## config.mk

```make
export PLATFORM = sky130hd
export DESIGN_NAME = serial_recomp
export DESIGN_NICKNAME = d
export VERILOG_FILES = /design/src/rtl/arith_pkg.sv /design/src/rtl/serial_comp_bit.sv /design/src/rtl/serial_recomp.sv
export SDC_FILE = /design/constraint.sdc
export NUM_CORES = 1
export LEC_CHECK = 0
export ABC_AREA = 1
export CAP_MARGIN = 20
export CELL_PAD_IN_SITES_DETAIL_PLACEMENT = 1
export CELL_PAD_IN_SITES_GLOBAL_PLACEMENT = 2
export CORE_ASPECT_RATIO = 0.8
export CORE_UTILIZATION = 25
export CTS_CLUSTER_SIZE = 30
export DETAILED_ROUTE_END_ITERATION = 12
export GPL_ROUTABILITY_DRIVEN = 0
export PLACE_DENSITY = 0.84
export SYNTH_ARGS = -nofsm -noshare
export SYNTH_HDL_FRONTEND = slang
export SYNTH_SLANG_ARGS = --single-unit
```

## constraint.sdc

```tcl
create_clock -name clk -period 1.2 [get_ports clk]
set_input_delay 0.24 -clock clk [delete_from_list [all_inputs] [get_ports clk]]
set_output_delay 0.24 -clock clk [all_outputs]
set_load 0.005 [all_outputs]
```

## src/rtl/arith_pkg.sv

```systemverilog
// Shared arithmetic definitions: recomplementer FSM states, complement mode
// encodings and the default operand width.
package arith_pkg;
  typedef enum logic [1:0] {IDLE, SHIFT, DONE} state_t;

  localparam logic MODE_ONES = 1'b0;
  localparam logic MODE_TWOS = 1'b1;

  localparam int OPW = 11;
endpackage

```

## src/rtl/serial_comp_bit.sv

```systemverilog
// Per-bit complement cell. Positive operands pass through unchanged.
// Ones' mode inverts every bit. Two's mode copies bits up to and including
// the first 1 and inverts every bit after it.
module serial_comp_bit
  import arith_pkg::*;
(
  input  logic b,
  input  logic sign,
  input  logic mode,
  input  logic seen_one,
  output logic r,
  output logic seen_one_next
);

  // Select the result bit and carry the seen-one state forward.
  always_comb begin
    r = b;
    if (sign) begin
      if (mode == MODE_TWOS) r = seen_one ? ~b : b;
      else                   r = ~b;
    end
    seen_one_next = seen_one | b;
  end

endmodule

```

## src/rtl/serial_recomp.sv

```systemverilog
// Bit-serial recomplementer. It converts a ones'- or two's-complement operand
// into sign plus magnitude, handling one magnitude bit per clock, LSB first.
module serial_recomp
  import arith_pkg::*;
#(
  parameter int W  = OPW,
  parameter int CW = 4
) (
  input  logic         clk,
  input  logic         reset,
  input  logic         in_valid,
  output logic         in_ready,
  input  logic [W-1:0] in_data,
  input  logic         in_mode,
  output logic         out_valid,
  input  logic         out_ready,
  output logic         out_sign,
  output logic [W-2:0] out_mag,
  output logic         out_negzero,
  output logic         out_ovf
);

  state_t         state, nstate;
  logic [W-2:0]   sh, acc, acc_nx;
  logic [CW-1:0]  cnt;
  logic           sign_q, mode_q, seen_one, all_one;
  logic           r, seen_nx, last;

  serial_comp_bit u_bit (
    .b             (sh[0]),
    .sign          (sign_q),
    .mode          (mode_q),
    .seen_one      (seen_one),
    .r             (r),
    .seen_one_next (seen_nx)
  );

  assign last      = (cnt == CW'(W-2));
  assign acc_nx    = {r, acc[W-2:1]};
  assign in_ready  = (state == IDLE);
  assign out_valid = (state == DONE);

  // Next-state logic.
  always_comb begin
    nstate = state;
    case (state)
      IDLE:    if (in_valid)  nstate = SHIFT;
      SHIFT:   if (last)      nstate = DONE;
      DONE:    if (out_ready) nstate = IDLE;
      default:                nstate = IDLE;
    endcase
  end

  // State register.
  always_ff @(posedge clk) begin
    if (reset) state <= IDLE;
    else       state <= nstate;
  end

  // Capture, serial shift and result publication. The result is built in acc
  // so that out_mag keeps the previous result until the new one is complete.
  always_ff @(posedge clk) begin
    if (reset) begin
      sh          <= '0;
      acc         <= '0;
      cnt         <= '0;
      sign_q      <= 1'b0;
      mode_q      <= 1'b0;
      seen_one    <= 1'b0;
      all_one     <= 1'b0;
      out_sign    <= 1'b0;
      out_mag     <= '0;
      out_negzero <= 1'b0;
      out_ovf     <= 1'b0;
    end else begin
      case (state)
        IDLE: if (in_valid) begin
          sh       <= in_data[W-2:0];
          sign_q   <= in_data[W-1];
          mode_q   <= in_mode;
          cnt      <= '0;
          seen_one <= 1'b0;
          all_one  <= 1'b1;
        end
        SHIFT: begin
          sh       <= {1'b0, sh[W-2:1]};
          acc      <= acc_nx;
          cnt      <= cnt + CW'(1);
          seen_one <= seen_nx;
          all_one  <= all_one & sh[0];
          if (last) begin
            out_sign    <= sign_q;
            out_mag     <= acc_nx;
            out_negzero <= (mode_q == MODE_ONES) & sign_q & all_one & sh[0];
            out_ovf     <= (mode_q == MODE_TWOS) & sign_q & ~seen_nx;
          end
        end
        default: ;
      endcase
    end
  end

endmodule
```

# After elaboration in Yosys (flattened, before gate mapping)
# Cells that the tools add are included.
# op_classes
addsub	1
n_eq_ne	6
muxes	15
bitwise	10
n_reduce_logical	6
# ops
operator	n
$pmux W10 S2	1
$mux W10	1
$pmux W4 S2	1
$and A1 B1 Y1	6
$mux W2	3
$pmux W2 S3	1
$reduce_and A2 Y1	3
$mux W1	5
$add A4 B1 Y4 const B	1
$eq A4 B4 Y1 const B	1
$mux W4	1
$ne A2 B2 Y1 const B	2
$pmux W1 S2	2
$not A1 Y1	3
$reduce_and A3 Y1	1
$eq A2 B1 Y1 const B	1
$eq A2 B2 Y1 const B	1
$logic_not A2 Y1	1
$ne A2 B1 Y1 const B	1
$reduce_bool A2 Y1	1
$or A1 B1 Y1	1
# totals
ff_bits	43
input_bits	16
out_inout_bits	15
elab_cells	50

# Depth between registers and ports, before layout
# Gate-level depths: netlist of the first run.
# logic_depth
ltp_word	4
ltp_mapped	8
ltp_nobuf	8

# Cells and area by module
# A second synthesis of the first run with hierarchy kept.
# unflattened
hier_cells	244
hier_area_um2	1719.1
# modules_own_cells
mod	n_inst	cells_each	area_each_um2	seq_area_each_um2
serial_recomp	1	233	1665.3	840.8
serial_comp_bit	1	11	53.8	0.0

# Least setup slack after synthesis of the first run
# Ideal clock, no wire load.
# synth_path
path_type	register to register
from	register cnt[0]
to	register out_mag[3]
setup_ps	113
arrival_time_ps	1098
t_required_ps	1087
setup_slack_ps	-11
stages_incl_launch_ff	8
n_path_buf	1
synth_period_minus_slack_ps	1211
path_cell_list	dfxtp_1 ha_1 nand2_1 nor2_1 nand2_2 buf_2 o21ai_1 nor2_1
# synth_between
elab_chain_cells	2
# synth_rtl
item	line	rtl
from (decl)	serial_recomp.sv:25	logic [CW-1:0] cnt;
from (signal assigned)	serial_recomp.sv:88	cnt <= cnt + CW'(1);
$eq A4 B4 Y1	serial_recomp.sv:38	assign last = (cnt == CW'(W-2));
$reduce_and A2 Y1 (no source line)	--	
to (signal assigned)	serial_recomp.sv:93	out_mag <= acc_nx;
to (decl)	serial_recomp.sv:18	output logic [W-2:0] out_mag,
# Every way passes these cells.
# A chain may end at the register's enable or synchronous reset.

# Final worst setup path of the first run
# layout_path
from	register state[0]
to	output in_ready
# layout_between
elab_chain_cells	1
# layout_rtl
item	line	rtl
from (decl)	serial_recomp.sv:23	state_t state, nstate;
from (signal assigned)	serial_recomp.sv:57	else state <= nstate;
$logic_not A2 Y1	serial_recomp.sv:40	assign in_ready = (state == IDLE);
to (decl)	serial_recomp.sv:12	output logic in_ready,
# Every way passes these cells.

==> metrics.md, run 1 <==
| Metric | Value |
|---|---|
| Status | finished with violations |
| Violated checks | setup timing |
| Layout cell share with drive strength beyond 1 | 34.29% |
| Setup_tns | -0.5472 ns |
| Fmax | 782.8 MHz |
| Root Driver | clkbuf_8 |
| Port Buffers | 30 |
| Slew margin rel. | 80.98% |
| Synth Area per Inst | 7.040 sq um |
| Post-route ant nets | 0 |
| P&R area growth vs syn | 57.89% |
| Post-DP HPWL | 3144 um |
| ANT cells | 0 |
| Drt first pass iters | 4 |
| Finished Cell Area | 2768 sq um |
| CP startpoint kind | flop |
| Seq cells post-synth | 42 |
| Post-synthesis cell count | 249 |
| Crit path max fanout | 5 |
| Clock network fraction of total power | 35.7% |
| Final #Nets | 330 |
| Initial core utilization | 26.68% |
| Distinct cells, synth | 19 |
| Place WS | -0.1815 ns |
| Commonest non-fill, non-tap cell in the layout | nor2_1 |
| H-tree level count | 2 |
| Rows | 26 |
| Vias in the first global route | 1748 |
| Seq pwr share | 46.7% |
| Highest-count cells in the layout ignoring fill and taps | nor2_1, nand2_1, dfxtp_1 |
| VDD IR max | 0.4259 mV |
| CTS sink count | 42 |
| CTS buffer count | 5 |
| Setup ws final | -0.07746 ns |
| Cell accounting for the most synthesized area | dfxtp_1 |
| Crit. End Element | output port |
| Largest net degree at the start of global routing | 31 |
| Internal Power | 2.383 mW |
| CTS tree | done |
| Switch Pwr | 0.8996 mW |
| Sw frac | 27.40% |
| Worst setup path class | flop to output port |
| GRT Residual Overflow | 0 |
| Worst-skew pair later-pin latency | 0.31 ns |
| Lkg Pwr | 1.250 nW |
| Core area | 6571 sq um |
| Final Hold Fails | 0 |
| GR Util All Layers | 14.69% |
| Worst Hold Class | flop to flop |
| Least-Margin Pin Slew | 0.2850 ns |
| Core Util, Final | 42.12% |
| Sequential share of the synthesized area | 47.97% |
| CTS Buffer Depth | 2 |
| Count of maximum capacitance violations | 0 |
| First-pass GRT wire length | 8259 um |
| Routed len/inst | 13.55 um |
| Routed WL | 5364 um |
| Placed standard-cell area | 2285 sq um |
| Syn_nets | 268 |
| Setup Skew | 0.01630 ns |
| Die ar. | 7353 sq um |
| Clk pin slew, worst setup/hold paths | 0.10 ns |
| Period utilisation layout | 106.5% |
| Period minus WS final | 1.277 ns |
| Yosys warnings | 0 |
| # setup viols final | 19 |
| Critical Path RT | 0.96 ns |
| CP Data Arrival Time | 1.04 ns |
| Slew Viols, Final | 0 |
| Power density cells | 1186 nW/um^2 |
| Vias per Instance | 4.422 |
| Drt drc | 0 |
| Iteration-0 DRC Markers | 49 |
| Combinational share of power | 17.6% |
| RSZ-0062 raised after global routing | yes |
| Die height | 76.90 um |
| Via count | 1751 |
| Largest cells by area after synthesis | dfxtp_1, nor2_1, nand2_1 |
| IO Count | 31 |
| Initial antenna violation count | 0 |
| Die W | 95.62 um |
| Post-synthesis cell area | 1753 sq um |
| Hold_buf cts | 0 |
| Top-area cell type share of the netlist area | 47.97% |
==> power groups by stage <==
stage | sequential [mW] | combinational, mW | clock [mW]
after floorplan | 1.54 | 0.237 | 0
after global placement | 1.55 | 0.410 | 0
after detailed placement | 1.55 | 0.422 | 0
after CTS | 1.52 | 0.466 | 1.18
after global routing | 1.54 | 0.630 | 1.28
final | 1.53 | 0.576 | 1.17
==> state kept, by name, summed over array words and instances, names as in the netlist <==
register     count
acc              9
out_ovf          1
seen_one         1
state            2
out_sign         1
sign_q           1
mode_q           1
sh              10
out_negzero      1
all_one          1
cnt              4
out_mag         10
==> cell families after synthesis <==
logic type,Yosys count,share of synthesized area [%]
adders and majority gates,3,2.142
buffers and inverters,27,6.994
AOI/OAI and AO/OA,43,12.49
and+or+nand+nor,134,30.41
DFF,42,47.97
==> synth_stat cells <==
master	count
nor2_1	69
nand2_1	54
dfxtp_1	42
o21ai_1	19
o21ai_0	13
inv_1	12
a21oi_1	10
nand3_1	6
buf_2	5
inv_2	4
clkbuf_1	3
ha_1	3
buf_4	2
nor2_4	2
buf_6	1
nand2_2	1
nand4_1	1
o21ai_2	1
or2_1	1
==> critical path, stage by stage (launching register included) <==
cell,delay [ns]
dfxtp_4,0.39
buf_6,0.13
nor2_4,0.10
buf_2,0.12
==> area by class of cell <==
class / count / area (sq um)
fill: 786 / 3804
tap: 84 / 105.1
clock inverter: 3 / 43.79
multi-input combinational: 181 / 970.9
inverter: 16 / 62.56
timing repair buffer: 65 / 650.6
sequential: 42 / 865.8
clock buffer: 5 / 68.82
==> metal layers <==
| layer | vias up | GRT usage (%) | part of all wire (%) |
|---|---|---|---|
| met5 | - | 0 | 0 |
| met4 | 0 | 4.925 | 1.2 |
| met3 | 7 | 3.571 | 2.5 |
| met2 | 24 | 24.71 | 50 |
| met1 | 813 | 18.09 | 47 |
| li1 | 907 | - | - |
==> per-stage QoR <==
| stage | instances | hold slack [ns] | power (mW) |
|---|---|---|---|
| finish | 396 | 0.4620 | 3.283 |
| global route | 396 | 0.4973 | 3.450 |
| CTS | 387 | 0.4786 | 3.164 |
| detailed placement | 372 | 0.4659 | 1.974 |
| global placement | 372 | 0.4505 | 1.959 |
| floorplan | 249 | 0.3828 | 1.779 |
==> final timing paths <==
path,start,to,slack [ns],cells past startpoint
setup / recovery,state[0],in_ready,-0.08,3
hold / removal,out_mag[7],out_mag[7],0.46,2
setup reg to reg,state[0],state[1],-0.07,7
hold reg to reg,out_mag[7],out_mag[7],0.46,2
==> what timing repair did <==
item	4_1_cts	5_1_grt
setup endpoints to repair	43	44
buffers inserted	6	10
endpoints found under the hold margin	0	0
resized for setup	57	48
pin swaps	7	30
gates cloned	1	1
Note: power is estimated with default switching activity, not from simulation.
==> run 2: changes to the inputs <==
--- a/config.mk
+++ b/config.mk
@@ -17,4 +17,5 @@
 export PLACE_DENSITY = 0.84
 export SYNTH_ARGS = -nofsm -noshare
 export SYNTH_HDL_FRONTEND = slang
+export SYNTH_HIERARCHICAL = 1
 export SYNTH_SLANG_ARGS = --single-unit
==> run 2 against run 1 <==
  * Routed wire length is 6.5% lower
  * Via count decreased by 1.1%
  * Power decreased by 5.6%
  * Design area down 4.5%
  * Sequential cell count unchanged
  * Count of clock-buffer cells in the layout is the same
  * Critical path type is now flop to flop
  * Combinational power shrank 22%
  * Worst hold slack better by 0.0018 ns
  * The run still ends with setup timing left
  * Clock skew shrank 0.0084 ns
  * Final cell count decreased by 2.8%
  * Clock power is 3% lower
==> metrics.md, run 2 <==
| Metric | Value |
|---|---|
| CTS sink count | 42 (unchanged) |
| Cell total after placement | 372 (unchanged) |
| Non-filler cells, final | 385 (-2.8%) |
| Multi-input gate area | 938.4 sq um (-3.4%) |
| Dominant synthesized flop cell | dfxtp_1 |
| CTS tree | done |
| Synth Area per Inst | 7.046 sq um (about the same) |
| Layout cell share with drive strength beyond 1 | 31.56% (-2.7 points) |
| Least-Margin Pin Slew | 0.2612 ns (-0.02380 ns) |
| Die W | 94.72 um (-0.95%) |
| ANT cells | 0 (unchanged) |
| Worst-skew pair later-pin latency | 0.30 ns (about the same) |
| Vias per Instance | 4.496 (+1.7%) |
| Post-synth EDFFs | 0 (unchanged) |
| Adder-cell area share of the yosys netlist | 2.183% (+0.042 points) |
| Final #Nets | 319 (-3.3%) |
| Power density cells | 1173 nW/um^2 (-1.2%) |
| RSZ-0062 raised after global routing | yes |
| Setup Skew | 0.007908 ns (-0.008390 ns) |
| Period utilisation layout | 102.1% (-4.3 points) |
| Status | finished with violations |
| Top-area cell type share of the netlist area | 48.91% (+0.94 points) |
| Root Driver | clkbuf_8 |
| Synth Area in Simple Gates | 28.60% (-1.8 points) |
| Initial antenna violation count | 0 (unchanged) |
| Fmax | 816.1 MHz (+4.3%) |
| GR Util All Layers | 14.59% (-0.099 points) |
| Rows | 26 (unchanged) |
| Post-synthesis xor/xnor area fraction | 0% (unchanged) |
| Cell accounting for the most synthesized area | dfxtp_1 |
| Fillcell total | 800 (+1.8%) |
| Initial core utilization | 26.42% (-0.25 points) |
| Seq cells post-synth | 42 (unchanged) |
| Complex-gate fraction of the synthesized area | 13.83% (+1.3 points) |
| Worst Hold Class | flop to flop |
| Core area | 6506 sq um (-0.99%) |
| Post-synthesis cell count | 244 (-2.0%) |
| Commonest non-fill, non-tap cell in the layout | nor2_1 |
| Die ar. | 7214 sq um (-1.9%) |
| CP startpoint kind | flop |
| GRT Residual Overflow | 0 (unchanged) |
| First-pass GRT wire length | 8259 um (unchanged) |
| Period minus WS final | 1.225 ns (-0.05215 ns) |
| P&R area growth vs syn | 53.71% |
| Slew Viols, Final | 0 (unchanged) |
| Yosys warnings | 6 (+6) |
| Distinct cells, synth | 18 (-1) |
| Async set-or-reset flop fraction in the synthesized netlist | 0% (unchanged) |
| Largest family of logic cells by synthesized area | simple AND/OR/NAND/NOR gates |
| Most common cell in the netlist | nor2_1 |
| Crit path max fanout | 3 (-2) |
| Lkg Pwr | 1.146 nW (-8.3%) |
| Drt first pass iters | 4 (unchanged) |
| Register area | 859.6 sq um (-0.72%) |
| Setup_tns | -0.1274 ns (+0.4198 ns) |
| Post-synthesis cell area | 1719 sq um (-1.9%) |
| CP Data Arrival Time | 1.46 ns (+0.42 ns) |
| Mux contribution to synthesized area | 0% (unchanged) |
| VDD IR max | 0.4953 mV (+16%) |
| Via count | 1731 (-1.1%) |
| Finished Cell Area | 2643 sq um (-4.5%) |
| Largest regs | out_mag x10, sh x10, acc x9 |
| Drt drc | 0 (unchanged) |
| Crit. End Element | flop |
| Routed len/inst | 13.03 um (-3.8%) |
| Clk pin slew, worst setup/hold paths | 0.09 ns (about the same) |
| Worst setup path class | flop to flop |
| Iteration-0 DRC Markers | 53 (+8.2%) |
| Post-DP HPWL | 3353 um (+6.6%) |
| Most frequent cells after synthesis | nor2_1, nand2_1, dfxtp_1, o21ai_0, inv_1 |
| Routed WL | 5017 um (-6.5%) |
| H-tree level count | 2 (unchanged) |
| Highest-count cells in the layout ignoring fill and taps | nor2_1, nand2_1, dfxtp_1 |
| Hold_buf cts | 0 (unchanged) |
| # setup viols final | 9 (-10) |
| Hold WS | 0.4638 ns (+0.001813 ns) |
| IO Count | 31 (unchanged) |
| Port Buffers | 30 (unchanged) |
| Final Hold Fails | 0 (unchanged) |
| Violated checks | setup timing |
| Placed standard-cell area | 2275 sq um (-0.44%) |
| Syn_nets | 263 (-1.9%) |
| Sequential share of the synthesized area | 48.91% (+0.94 points) |
| Critical Path RT | 1.44 ns (+0.48 ns) |
| Die height | 76.17 um (-0.94%) |
| CTS Buffer Depth | 2 (unchanged) |
| Largest net degree at the start of global routing | 21 (-32%) |
| Setup ws final | -0.02531 ns (+0.05215 ns) |
| Count of maximum capacitance violations | 0 (unchanged) |
| Post-route ant nets | 0 (unchanged) |
| Slew margin rel. | 82.57% (+1.6 points) |
| Vias in the first global route | 1738 (-0.57%) |
| CTS buffer count | 5 (unchanged) |
| Largest cells by area after synthesis | dfxtp_1, nor2_1, nand2_1 |
==> run 2: path summary, 6_finish.rpt <==
kind               start  depth (start not counted)  slack, ns     endpoint
max reg2reg       cnt[1]                          8      -0.03      out_ovf
min reg2reg  out_negzero                          2       0.46  out_negzero
max               cnt[1]                          8      -0.03      out_ovf
min          out_negzero                          2       0.46  out_negzero
==> run 2: critical path, stage by stage, from the launching register on <==
cell	delay (ns)
dfxtp_2	0.33
inv_2	0.06
ha_4	0.13
buf_6	0.10
nand3_4	0.07
nor2_4	0.17
buf_6	0.13
nand2_2	0.05
a21oi_2	0.13
==> run 2: kinds of logic after synthesis <==
kind of cell             count (synthesis)
AO/OA/AOI/OAI                           47
adder cells (fa/ha/maj)                  3
buffers and inverters                   27
flip-flops                              42
AND/OR/NAND/NOR                        125
==> run 2: cell type report <==
cell class | count | area share, %
Clock inverter | 3 | 1.515
Inverter | 16 | 2.367
Multi-Input combinational cell | 175 | 35.51
Sequential cell | 42 | 32.53
Tap cell | 84 | 3.977
Timing Repair Buffer | 60 | 21.50
Clock buffer | 5 | 2.604
==> run 2: repair_timing <==
action,4_1_cts,5_1_grt
cloned,1,1
gates resized for setup,72,44
setup endpoints to repair,42,40
pin swaps,8,21
buffers inserted,1,2
==> run 2: power by group <==
part	switching, mW	internal, mW
Clock	0.516	0.613
Sequential	0.0552	1.46
Combinational	0.232	0.219
Total	0.803	2.30
==> run 2: stage by stage <==
step,setup slack [ns],power (mW),util (%)
global route,-0.06912,3.253,40.62
detailed placement,-0.2138,1.912,34.96
floorplan,-0.01084,1.731,-
finish,-0.02531,3.098,40.62
global placement,-0.2051,1.901,34.96
CTS,-0.05802,3.078,38.21
==> run 2: metal layers <==
layer,routed length (um),GRT usage [%],up-vias
li1,-,-,882
met2,2242,22.23,22
met3,155,4.192,5
met1,2571,20.11,822
met4,48,3.636,0
met5,0,0,-
==> run 3: changes to the inputs <==
--- a/config.mk
+++ b/config.mk
@@ -10,11 +10,12 @@
 export CELL_PAD_IN_SITES_DETAIL_PLACEMENT = 1
 export CELL_PAD_IN_SITES_GLOBAL_PLACEMENT = 2
 export CORE_ASPECT_RATIO = 0.8
-export CORE_UTILIZATION = 25
+export CORE_UTILIZATION = 28
 export CTS_CLUSTER_SIZE = 30
 export DETAILED_ROUTE_END_ITERATION = 12
 export GPL_ROUTABILITY_DRIVEN = 0
-export PLACE_DENSITY = 0.84
+export HOLD_SLACK_MARGIN = 0.03
+export PLACE_DENSITY = 0.88
 export SYNTH_ARGS = -nofsm -noshare
 export SYNTH_HDL_FRONTEND = slang
 export SYNTH_HIERARCHICAL = 1
==> constraint.sdc (replaced) <==
create_clock -name clk -period 1.4 [get_ports clk]
set_input_delay 0.28 -clock clk [delete_from_list [all_inputs] [get_ports clk]]
set_output_delay 0.28 -clock clk [all_outputs]
set_load 0.005 [all_outputs]
==> run 3 against run 2 <==
  * Combinational power down 32%
  * Non-clock buffer count is 13 lower
  * Largest cell class is now flip-flops and latches
  * Worst hold slack hardly changed
  * Sequential power down 15%
  * Die area fell by 10%
  * Global-route usage grew 0.78 points
  * The run now ends clean
  * Design area fell by 12%
  * Highest routed layer unchanged
  * Worst setup slack improved by 0.14 ns
==> metrics.md, run 3 (same netlist as run 2, synthesis figures left out) <==
| Metric | Value |
|---|---|
| Vias in the first global route | 1648 (-5.2%) |
| H-tree level count | 2 (unchanged) |
| # setup viols final | 0 (-9) |
| IO Count | 31 (unchanged) |
| CTS tree | done |
| Final #Nets | 306 (-4.1%) |
| Internal Power | 1.925 mW (-16%) |
| GRT busiest layer | met2 |
| Slew Viols, Final | 0 (unchanged) |
| Via count | 1621 (-6.4%) |
| ANT cells | 0 (unchanged) |
| Drt drc | 0 (unchanged) |
| Post-route ant nets | 0 (unchanged) |
| Rows | 25 (-3.8%) |
| Status | finished, final reports clean |
| Root Driver | clkbuf_8 |
| CP Data Arrival Time | 1.00 ns (-0.46 ns) |
| Cell total after placement | 360 (-3.2%) |
| First-pass GRT wire length | 7707 um (-6.7%) |
| Switch Pwr | 0.6199 mW (-23%) |
| Clock network fraction of total power | 37.2% (+0.7 points) |
| Layout cell share with drive strength beyond 1 | 13.89% (-18 points) |
| Non-filler cells, final | 369 (-4.2%) |
| Setup Skew | 0.008130 ns (+0.0002223 ns) |
| Highest-count cells in the layout ignoring fill and taps | nor2_1, nand2_1, dfxtp_1 |
| Crit path max fanout | 3 (unchanged) |
| Worst setup path class | flop to output port |
| Core area | 5912 sq um (-9.1%) |
| R2R cell count | 8 (unchanged) |
| GRT Residual Overflow | 0 (unchanged) |
| Period minus WS final | 1.285 ns |
| Critical Path RT | 1.12 ns (-0.32 ns) |
| Die W | 89.61 um (-5.4%) |
| Largest net degree at the start of global routing | 33 (+57%) |
| Setup_tns | 0 ns (+0.1274 ns) |
| Routed len/inst | 11.87 um (-8.9%) |
| Initial core utilization | 29.08% (+2.7 points) |
| GR Util All Layers | 15.37% (+0.78 points) |
| Routing usage on met1 | 19.99% (-0.13 points) |
| CTS sink count | 42 (unchanged) |
| Lkg Pwr | 1.062 nW (-7.3%) |
| CP startpoint kind | flop |
| Seq pwr share | 50.7% (+1.7 points) |
| Place WS | -0.1084 ns (+0.1054 ns) |
| Routed WL | 4379 um (-13%) |
| Setup ws final | 0.1152 ns (+0.1405 ns) |
| Crit. End Element | output port |
| Die height | 72.09 um (-5.4%) |
| CTS Buffer Depth | 2 (unchanged) |
| Met3 Usage GRT | 3.072% (-1.1 points) |
| P&R area growth vs syn | 36.03% |
| Clk pin slew, worst setup/hold paths | 0.08 ns (about the same) |
| Commonest non-fill, non-tap cell in the layout | nor2_1 |
| Port Buffers | 30 (unchanged) |
| Initial antenna violation count | 0 (unchanged) |
| M2 GR Usage | 25.67% (+3.4 points) |
| Die ar. | 6459 sq um (-10%) |
| Final Hold Fails | 0 (unchanged) |
| Largest regs | out_mag x10, sh x10, acc x9 |
| Period utilisation layout | 91.77% |
| Worst-skew pair later-pin latency | 0.29 ns (about the same) |
| Combinational share of power | 12.1% (-2.5 points) |
| Worst Hold Class | flop to flop |
| Iteration-0 DRC Markers | 53 (unchanged) |
| Hold depth | 2 (unchanged) |
| RSZ-0062 raised after global routing | no |
| Post-DP HPWL | 3106 um (-7.4%) |
| Fmax | 778.3 MHz |
| Power density cells | 1088 nW/um^2 (-7.2%) |
| Slew margin rel. | 82.46% (-0.11 points) |
| Least-Margin Pin Slew | 0.2614 ns (+0.0002214 ns) |
| Sw frac | 24.36% (-1.6 points) |
| Drt first pass iters | 4 (unchanged) |
| Vias per Instance | 4.393 (-2.3%) |
| VDD IR max | 0.5742 mV (+16%) |
| CTS buffer count | 5 (unchanged) |
| Count of maximum capacitance violations | 0 (unchanged) |
## run 3: power by group through the flow
stage | Sequential (mW) | Combinational [mW] | Clock, mW
final | 1.29 | 0.307 | 0.947
after floorplan | 1.31 | 0.172 | 0
after detailed placement | 1.32 | 0.308 | 0
after global placement | 1.32 | 0.299 | 0
after global routing | 1.30 | 0.358 | 1.03
after CTS | 1.29 | 0.308 | 0.978
## run 3: critical path, stage by stage (launching register included)
cell and delay (ns):
dfxtp_2 0.34, nor2_2 0.13, dlygate4sd2_1 0.25
## run 3: metrics by stage
step                hold WS [ns]  utilization [%]  area [sq um]  power, mW
floorplan                 0.4228                -          1719      1.483
global placement          0.4468            37.25          2202      1.614
detailed placement        0.4558            37.25          2202      1.624
CTS                       0.4657            39.11          2312      2.576
global route              0.4832            39.56          2338      2.683
finish                    0.4637            39.56          2338      2.545
## run 3: layer usage
metal,part of all wire (%),vias to the layer above,wire [um]
li1,-,856,-
met1,50,740,2174
met2,46,20,2019
met3,3.0,5,132
met4,1.2,0,52
met5,0,-,0
## run 3: layout make-up
type	instances	area, sq um
fillers	742	3573
flip-flops and latches	42	852.1
multi-input cells	175	774.5
repair buffers	47	440.4
well taps	81	101.3
clock buffers	6	72.57
inverters	16	60.06
clock inverters	2	37.54
## run 3: repair_timing
action	CTS	global route
setup buffers	0	1
hold buffers	0	0
gates resized for setup	22	22
hold endpoints to repair	0	0
setup endpoints to repair	15	19
pin swaps	1	1
## run 3: worst paths after layout
path | startpoint | to | slack [ns]
setup / recovery | state[1] | in_ready | 0.12
hold / removal | out_ovf | out_ovf | 0.46
setup reg to reg | cnt[1] | out_negzero | 0.12
hold reg to reg | out_ovf | out_ovf | 0.46
